`src/rtl/sequencer.sv`:
```
// Control FSM for the basic processor. It runs fetch/decode/execute over PC, MAR, IR and memory, and drives the ALU.
// Moore outputs are decoded from the state, the IR opcode, and z_flag (branch only). run is sampled only at instruction boundaries.
module sequencer #(
  parameter int WORD_W = 8,
  parameter int OP_W   = 3
) (
  input  logic            clock,
  input  logic            n_reset,
  input  logic            run,
  input  logic [OP_W-1:0] op,
  input  logic            z_flag,
  output logic            Addr_PC,
  output logic            load_MAR,
  output logic            load_PC,
  output logic            INC_PC,
  output logic            CS,
  output logic            R_NW,
  output logic            load_IR,
  output logic            ACC_bus,
  output logic            load_REG,
  output logic            ALU_REG,
  output logic            ALU_add,
  output logic            ALU_sub,
  output logic            halted
);

  if (OP_W > WORD_W) begin : g_bad_width
    $error("opcode field wider than the instruction word");
  end

  localparam logic [OP_W-1:0] OP_LOAD  = OP_W'(0);
  localparam logic [OP_W-1:0] OP_STORE = OP_W'(1);
  localparam logic [OP_W-1:0] OP_ADD   = OP_W'(2);
  localparam logic [OP_W-1:0] OP_SUB   = OP_W'(3);
  localparam logic [OP_W-1:0] OP_BNE   = OP_W'(4);
  localparam logic [OP_W-1:0] OP_HALT  = OP_W'(7);

  typedef enum logic [2:0] {
    S_IDLE,
    S_FETCH_ADDR,
    S_FETCH_DATA,
    S_DECODE,
    S_EXEC_READ,
    S_EXEC_WRITE,
    S_BRANCH,
    S_HALT
  } state_t;

  state_t state_q, state_d;

  always_ff @(posedge clock or negedge n_reset) begin
    if (!n_reset) state_q <= S_IDLE;
    else          state_q <= state_d;
  end

  // At an instruction boundary, run decides between the next fetch and parking in IDLE.
  state_t boundary;
  always_comb begin
    boundary = run ? S_FETCH_ADDR : S_IDLE;
  end

  always_comb begin
    state_d  = state_q;
    Addr_PC  = 1'b0;
    load_MAR = 1'b0;
    load_PC  = 1'b0;
    INC_PC   = 1'b0;
    CS       = 1'b0;
    R_NW     = 1'b0;
    load_IR  = 1'b0;
    ACC_bus  = 1'b0;
    load_REG = 1'b0;
    ALU_REG  = 1'b0;
    ALU_add  = 1'b0;
    ALU_sub  = 1'b0;
    halted   = 1'b0;

    case (state_q)
      S_IDLE: begin
        state_d = boundary;
      end
      S_FETCH_ADDR: begin
        Addr_PC  = 1'b1;
        load_MAR = 1'b1;
        load_PC  = 1'b1;
        INC_PC   = 1'b1;
        state_d  = S_FETCH_DATA;
      end
      S_FETCH_DATA: begin
        CS      = 1'b1;
        R_NW    = 1'b1;
        load_IR = 1'b1;
        state_d = S_DECODE;
      end
      S_DECODE: begin
        // The operand address goes to MAR. Opcodes not listed here are NOPs.
        load_MAR = 1'b1;
        case (op)
          OP_LOAD, OP_ADD, OP_SUB: state_d = S_EXEC_READ;
          OP_STORE:                state_d = S_EXEC_WRITE;
          OP_BNE:                  state_d = S_BRANCH;
          OP_HALT:                 state_d = S_HALT;
          default:                 state_d = boundary;
        endcase
      end
      S_EXEC_READ: begin
        CS       = 1'b1;
        R_NW     = 1'b1;
        load_REG = 1'b1;
        ALU_REG  = (op == OP_ADD) || (op == OP_SUB);
        ALU_add  = (op == OP_ADD);
        ALU_sub  = (op == OP_SUB);
        state_d  = boundary;
      end
      S_EXEC_WRITE: begin
        CS      = 1'b1;
        ACC_bus = 1'b1;
        state_d = boundary;
      end
      S_BRANCH: begin
        // A taken branch loads the PC from the IR operand, not PC+1.
        load_PC = ~z_flag;
        state_d = boundary;
      end
      S_HALT: begin
        halted  = 1'b1;
        state_d = S_HALT;
      end
      default: begin
        state_d = S_IDLE;
      end
    endcase
  end

endmodule

```
`config.mk`:
```
export PLATFORM = sky130hd
export DESIGN_NAME = sequencer
export DESIGN_NICKNAME = d
export VERILOG_FILES = /design/src/rtl/sequencer.sv
export SDC_FILE = /design/constraint.sdc
export NUM_CORES = 1
export LEC_CHECK = 0
export ABC_AREA = 1
export ABC_CLOCK_PERIOD_IN_PS = 1400
export CAP_MARGIN = 40
export CORE_AREA = 2 2 39 41
export DETAILED_ROUTE_END_ITERATION = 8
export DIE_AREA = 0 0 41 43
export PLACE_DENSITY = 0.54
export SYNTH_ARGS = -nofsm -noshare
export SYNTH_HDL_FRONTEND = slang
export SYNTH_SLANG_ARGS = --single-unit
```
`constraint.sdc`:
```
create_clock -name clock -period 1.4 [get_ports clock]
set_clock_uncertainty 0.1 [all_clocks]
set_input_delay 0.28 -clock clock [delete_from_list [all_inputs] [get_ports clock]]
set_output_delay 0.28 -clock clock [all_outputs]
set_load 0.01 [all_outputs]
```
==> results.tsv, run 1 <==
stage	metric	value	unit
clock_tree	clock latency on the worst-skew pair	0.23	ns
yosys	top post-synthesis cells by area	dfrtp_1, inv_1, nand3_1	
yosys	post-synthesis sequential area ratio	26.8	%
power	combinational group share of total power	78.1	%
worst_setup_path	reg2reg path depth	9	
global_routing	largest net degree at the start of global routing	7	
final_layout	register with the most flip-flops	state_q	
power	Clock power frac	10.1	%
final_layout	filler-free cell count of the finished design	106	
yosys	Synth top area share	26.8	%
clock_tree	Worst-path clk slew	0.04	ns
final_layout	max reg flops	3	
timing	period utilization	107	%
drt	1st-iter DRT viols	1	
floorplan	Die Height	43	µm
power	P_sw	601	µW
drt	routed length per instance	8.66	µm
final_layout	largest registers	state_q: 3 flops	
worst_setup_path	Worst Setup End Kind	primary output	
timing	Setup violations, final	11	
global_routing	global-route wire length before repair	1.45	mm
timing	worst setup margin	-0.101	ns
placement	port bufs	19	
worst_setup_path	Critical Path End	load_PC	
run	number of max-cap violations	0	
floorplan	core area	1380	µm²
drt	drt drc	0	
power	Static Leak	0.000420	µW
floorplan	I/O Pins	20	
final_layout	commonest non-fill, non-tap cell in the layout	buf_4	
outcome	failing checks	setup timing	
final_layout	most frequent cells in the layout	buf_4, buf_6, inv_1, nand2_1	
final_layout	# nets final	98	
yosys	Avg Cell Area, Syn	5.61	µm²
floorplan	Starting Density	20.3	%
yosys	yosys warns	0	
power	Reg power frac	11.8	%
clock_tree	CTS tree	yes	
clock_tree	CTS max path bufs	2	
global_routing	GRT overflow	0	
worst_setup_path	R2R Setup Slk	0.02	ns
drt	Detail Route Antenna Nets	0	
timing	Tightest Pin Transition	0.142	ns
floorplan	Rows	14	
yosys	Syn Std Cell Area	280	µm²
floorplan	Die ar.	1760	µm²
global_routing	GRT Overall Usage	12.1	%
final_layout	proportion of layout cells with a drive suffix above 1	60.0	%
global_routing	initial antenna violation count	0	
yosys	Yosys cell types	11	
clock_tree	Root Buffer	clkbuf_4	
clock_tree	# H-tree levels	1	
yosys	syn_nets	57	
placement	DP HPWL	671	µm
global_routing	vias in the first global route	391	
power	Power Density	2130	nW/µm²
timing	fin crit period	1.50	ns
yosys	most area-hungry cell type in the Yosys netlist	dfrtp_1	
timing	relative slew slack	90.6	%
clock_tree	cts hold-fix bufs	0	
drt	DRT Wirelength	918	µm
clock_tree	Sink Count	3	
yosys	Seq cells post-synth	3	
worst_setup_path	reg-to-reg endpoint	state_q[0]	
placement	Placed Cells incl. Taps	96	
worst_setup_path	arrival time of the worst setup path	1.12	ns
worst_hold_path	Worst Hold Class	primary input to asynchronous set/reset pin	
placement	gp weighted congestion	0.790	
final_layout	Ant. Diodes	0	
timing	pins over their slew limit	0	
power	switch share	41.0	%
yosys	Gate Count Post-Synth	50	
worst_setup_path	Critical Path Start	state_q[0]	
outcome	status	complete, but fails checks	
drt	DR pass1 iterations	4	
drt	DR vias	421	
floorplan	die width	41	µm
timing	Fmax	666	MHz
worst_setup_path	CP max FO	2	
worst_setup_path	Reg2Reg Launch Point	state_q[0]	
power	Worst VDD drop	0.000880	V
drt	Vias/cell	3.97	
worst_setup_path	crit path kind	flop to primary output	
worst_setup_path	Worst setup SP type	flop	
timing	RSZ-0062 raised after global routing	yes	
power	total power	1470	µW
timing	final hold violation count	0	
final_layout	Layout area overhead	146	%
power	Power Internal	867	µW
worst_setup_path	Req. time, crit path	1.02	ns
clock_tree	Num CTS Buffers	3	
==> metrics by stage <==
stage	setup WS (ns)	util (%)	TNS, ns	hold WS, ns	cell area [µm²]
4_1_cts	-0.134	45.9	-0.955	0.121	636
6_report	-0.101	49.7	-0.712	0.129	688
3_3_place_gp	-0.580	41.4	-4.39	0.370	573
5_1_grt	-0.173	49.7	-1.50	0.126	688
3_5_place_dp	-0.626	41.4	-4.51	0.371	573
2_1_floorplan	0.0497	-	0	-0.116	280
==> what timing repair did <==
action,4_1_cts,5_1_grt
gates resized for setup,74,11
endpoints found under the setup margin,13,13
pin swaps,2,2
buffers inserted,4,2
==> Yosys cell counts (all sizes together) <==
master	instances
a21oi	1
buf	1
dfrtp	3
inv	15
nand2	12
nand3	10
nor2	5
nor3	2
o21ai	1
==> layout make-up <==
type	instances	area, µm²
Sequential cell	3	76.3
Tap cell	16	20.0
Clock buffer	4	26.3
Timing Repair Buffer	37	305
Fill cell	155	696
Inverter	15	56.3
Multi-Input combinational cell	31	204
==> worst min path at each step <==
stage                      end  slack [ns]  startpoint
floorplan           state_q[0]       -0.12     n_reset
global placement    state_q[2]        0.37     n_reset
detailed placement  state_q[1]        0.37     n_reset
CTS                 state_q[1]        0.12     n_reset
global route        state_q[1]        0.13     n_reset
finish              state_q[1]        0.13     n_reset
==> power groups by stage <==
stage	logic, µW	registers (µW)	clock network [µW]
3_5_place_dp	882	159	0
4_1_cts	980	173	160
3_3_place_gp	884	158	0
6_report	1150	173	148
5_1_grt	1260	176	167
2_1_floorplan	357	170	0
==> layer usage <==
metal	wire length, µm	track usage, %
met1	371	14.6
met2	504	18.8
met3	42	1.57
met4	0	8.00
met5	0	0
==> critical path, stage by stage, from the launching register on <==
cell,delay [ns]
dfrtp_1,0.39
inv_2,0.10
buf_6,0.11
nand3_2,0.05
o21ai_1,0.11
buf_2,0.13
==> logic make-up after synthesis <==
| kind of cell | Yosys count | synth area share, % |
|---|---|---|
| AND/OR/NAND/NOR | 29 | 46.9 |
| buffers and inverters | 16 | 22.8 |
| flip-flops | 3 | 26.8 |
| AO/OA/AOI/OAI | 2 | 3.57 |
(Power assumes the default switching activity.)
==> inputs of run 2 (changes only) <==
CTS_CLUSTER_SIZE = 20   (was not set)
TNS_END_PERCENT = 30   (was not set)
==> run 2 against run 1 <==
The run still ends with setup timing left. Utilization is 0.90 points higher. Die area stayed put. Register-to-register slack hardly changed. Fmax is 0.28% lower. Via count is 0.48% higher. Combinational power hardly changed. Non-clock buffer count is 1 higher. Clock power hardly changed. Count of clock-buffer cells in the layout stayed put.
==> results.tsv, run 2 (synthesis results as in run 1) <==
stage	metric	value	unit
outcome	status	complete, but fails checks	
outcome	failing checks	setup timing	
worst_setup_path	arrival time of the worst setup path	1.13	ns
worst_setup_path	crit path kind	flop to primary output	
placement	placed cell area	573	µm²
clock_tree	CTS max path bufs	2	
worst_setup_path	Reg2Reg Launch Point	state_q[0]	
worst_hold_path	Worst Hold Class	primary input to asynchronous set/reset pin	
global_routing	initial antenna violation count	0	
placement	DP HPWL	671	µm
worst_setup_path	CP max FO	2	
final_layout	filler-free cell count of the finished design	107	
drt	Vias/cell	3.95	
final_layout	design area	701	µm²
floorplan	Rows	14	
clock_tree	clock latency on the worst-skew pair	0.23	ns
power	Static Leak	0.000422	µW
final_layout	Reg area	76.3	µm²
drt	routed length per instance	9.30	µm
final_layout	area of the multi-input gates	209	µm²
final_layout	largest registers	state_q: 3 flops	
clock_tree	cts hold-fix bufs	0	
timing	Tightest Pin Transition	0.141	ns
global_routing	GRT Overall Usage	12.1	%
clock_tree	Sink Count	3	
worst_setup_path	Req. time, crit path	1.02	ns
placement	port bufs	19	
timing	Setup violations, final	12	
drt	DRT Wirelength	995	µm
global_routing	largest net degree at the start of global routing	7	
clock_tree	CTS tree	yes	
worst_setup_path	cell breakdown of the critical path	inv_2, buf_6, nand3_2, o21ai_1, buf_2	
worst_setup_path	Critical Path Start	state_q[0]	
floorplan	Die ar.	1760	µm²
final_layout	commonest non-fill, non-tap cell in the layout	buf_4	
clock_tree	Worst-path clk slew	0.04	ns
global_routing	GRT overflow	0	
final_layout	max reg flops	3	
power	total power	1490	µW
run	number of max-cap violations	0	
timing	fin crit period	1.51	ns
worst_setup_path	Worst Setup End Kind	primary output	
placement	gp weighted congestion	0.790	
timing	pins over their slew limit	0	
final_layout	# fillers	156	
power	Worst VDD drop	0.000937	V
global_routing	global-route wire length before repair	1.44	mm
floorplan	I/O Pins	20	
drt	DR pass1 iterations	4	
timing	worst setup margin	-0.105	ns
timing	Fmax	664	MHz
final_layout	Layout area overhead	150	%
timing	period utilization	108	%
drt	DR vias	423	
timing	Final Hold Slack	0.129	ns
placement	Placed Cells incl. Taps	96	
final_layout	proportion of layout cells with a drive suffix above 1	58.2	%
timing	relative slew slack	90.6	%
power	Power Density	2130	nW/µm²
worst_setup_path	Largest stage delay, worst path	0.39	ns
timing	final hold violation count	0	
drt	1st-iter DRT viols	1	
timing	RSZ-0062 raised after global routing	yes	
clock_tree	Root Buffer	clkbuf_4	
final_layout	# nets final	99	
final_layout	register with the most flip-flops	state_q	
worst_setup_path	reg2reg path depth	9	
worst_setup_path	CP max-delay cell	dfrtp_1	
floorplan	Starting Density	20.3	%
floorplan	die width	41	µm
timing	post-route setup TNS	-0.740	ns
final_layout	Ant. Diodes	0	
drt	Detail Route Antenna Nets	0	
clock_tree	Num CTS Buffers	3	
floorplan	core area	1380	µm²
final_layout	most frequent cells in the layout	buf_4, nand2_1, buf_2, buf_6, inv_1	
floorplan	Die Height	43	µm
clock_tree	# H-tree levels	1	
global_routing	vias in the first global route	385	
drt	drt drc	0	
worst_setup_path	Worst setup SP type	flop	
[run 2: cell types whose count changed in the layout (fill, tap and decap cells not counted), sizes merged]
cell	delta
buf	+1
[run 2: worst paths after layout]
check | slack [ns] | to
min reg2reg | 0.65 | state_q[2]
max | -0.11 | load_PC
max in group asynchronous | 0.92 | state_q[2]
min in group clock | 0.48 | state_q[0]
min | 0.13 | state_q[1]
max reg2reg | 0.02 | state_q[0]
[run 2: per-layer routing]
metal,global-route usage [%],part of all wire (%)
met5,0,0
met4,8.00,0
met3,1.57,4.0
met2,18.8,57
met1,14.6,39
[run 2: repair_timing]
action	4_1_cts	5_1_grt
hold endpoints to repair	0	0
gates resized for setup	73	14
buffers inserted	4	3
setup endpoints to repair	13	13
pin swaps	2	2
[run 2: stage by stage]
step | util, % | setup WS [ns]
after floorplan | - | 0.0497
final | 50.6 | -0.105
after global routing | 50.6 | -0.171
after CTS | 45.7 | -0.138
after detailed placement | 41.4 | -0.626
after global placement | 41.4 | -0.580
[run 2: cell type report]
class | count | share of cell area (%)
repair buffers | 38 | 43.9
multi-input cells | 31 | 29.8
flip-flops and latches | 3 | 10.9
inverters | 15 | 8.75
clock buffers | 4 | 3.75
well taps | 16 | 2.86
[run 2: power by group]
part | internal [µW] | switching, µW | total [µW]
clock network | 107 | 41.2 | 148
registers | 131 | 38.6 | 170
logic | 619 | 554 | 1170
[run 2: critical path: cells and delay by family (launching register included)]
kind                   cells  cell delay (ns)
DFF                        1             0.39
buffers and inverters      3             0.34
AOI/OAI and AO/OA          1             0.11
and+or+nand+nor            1             0.05
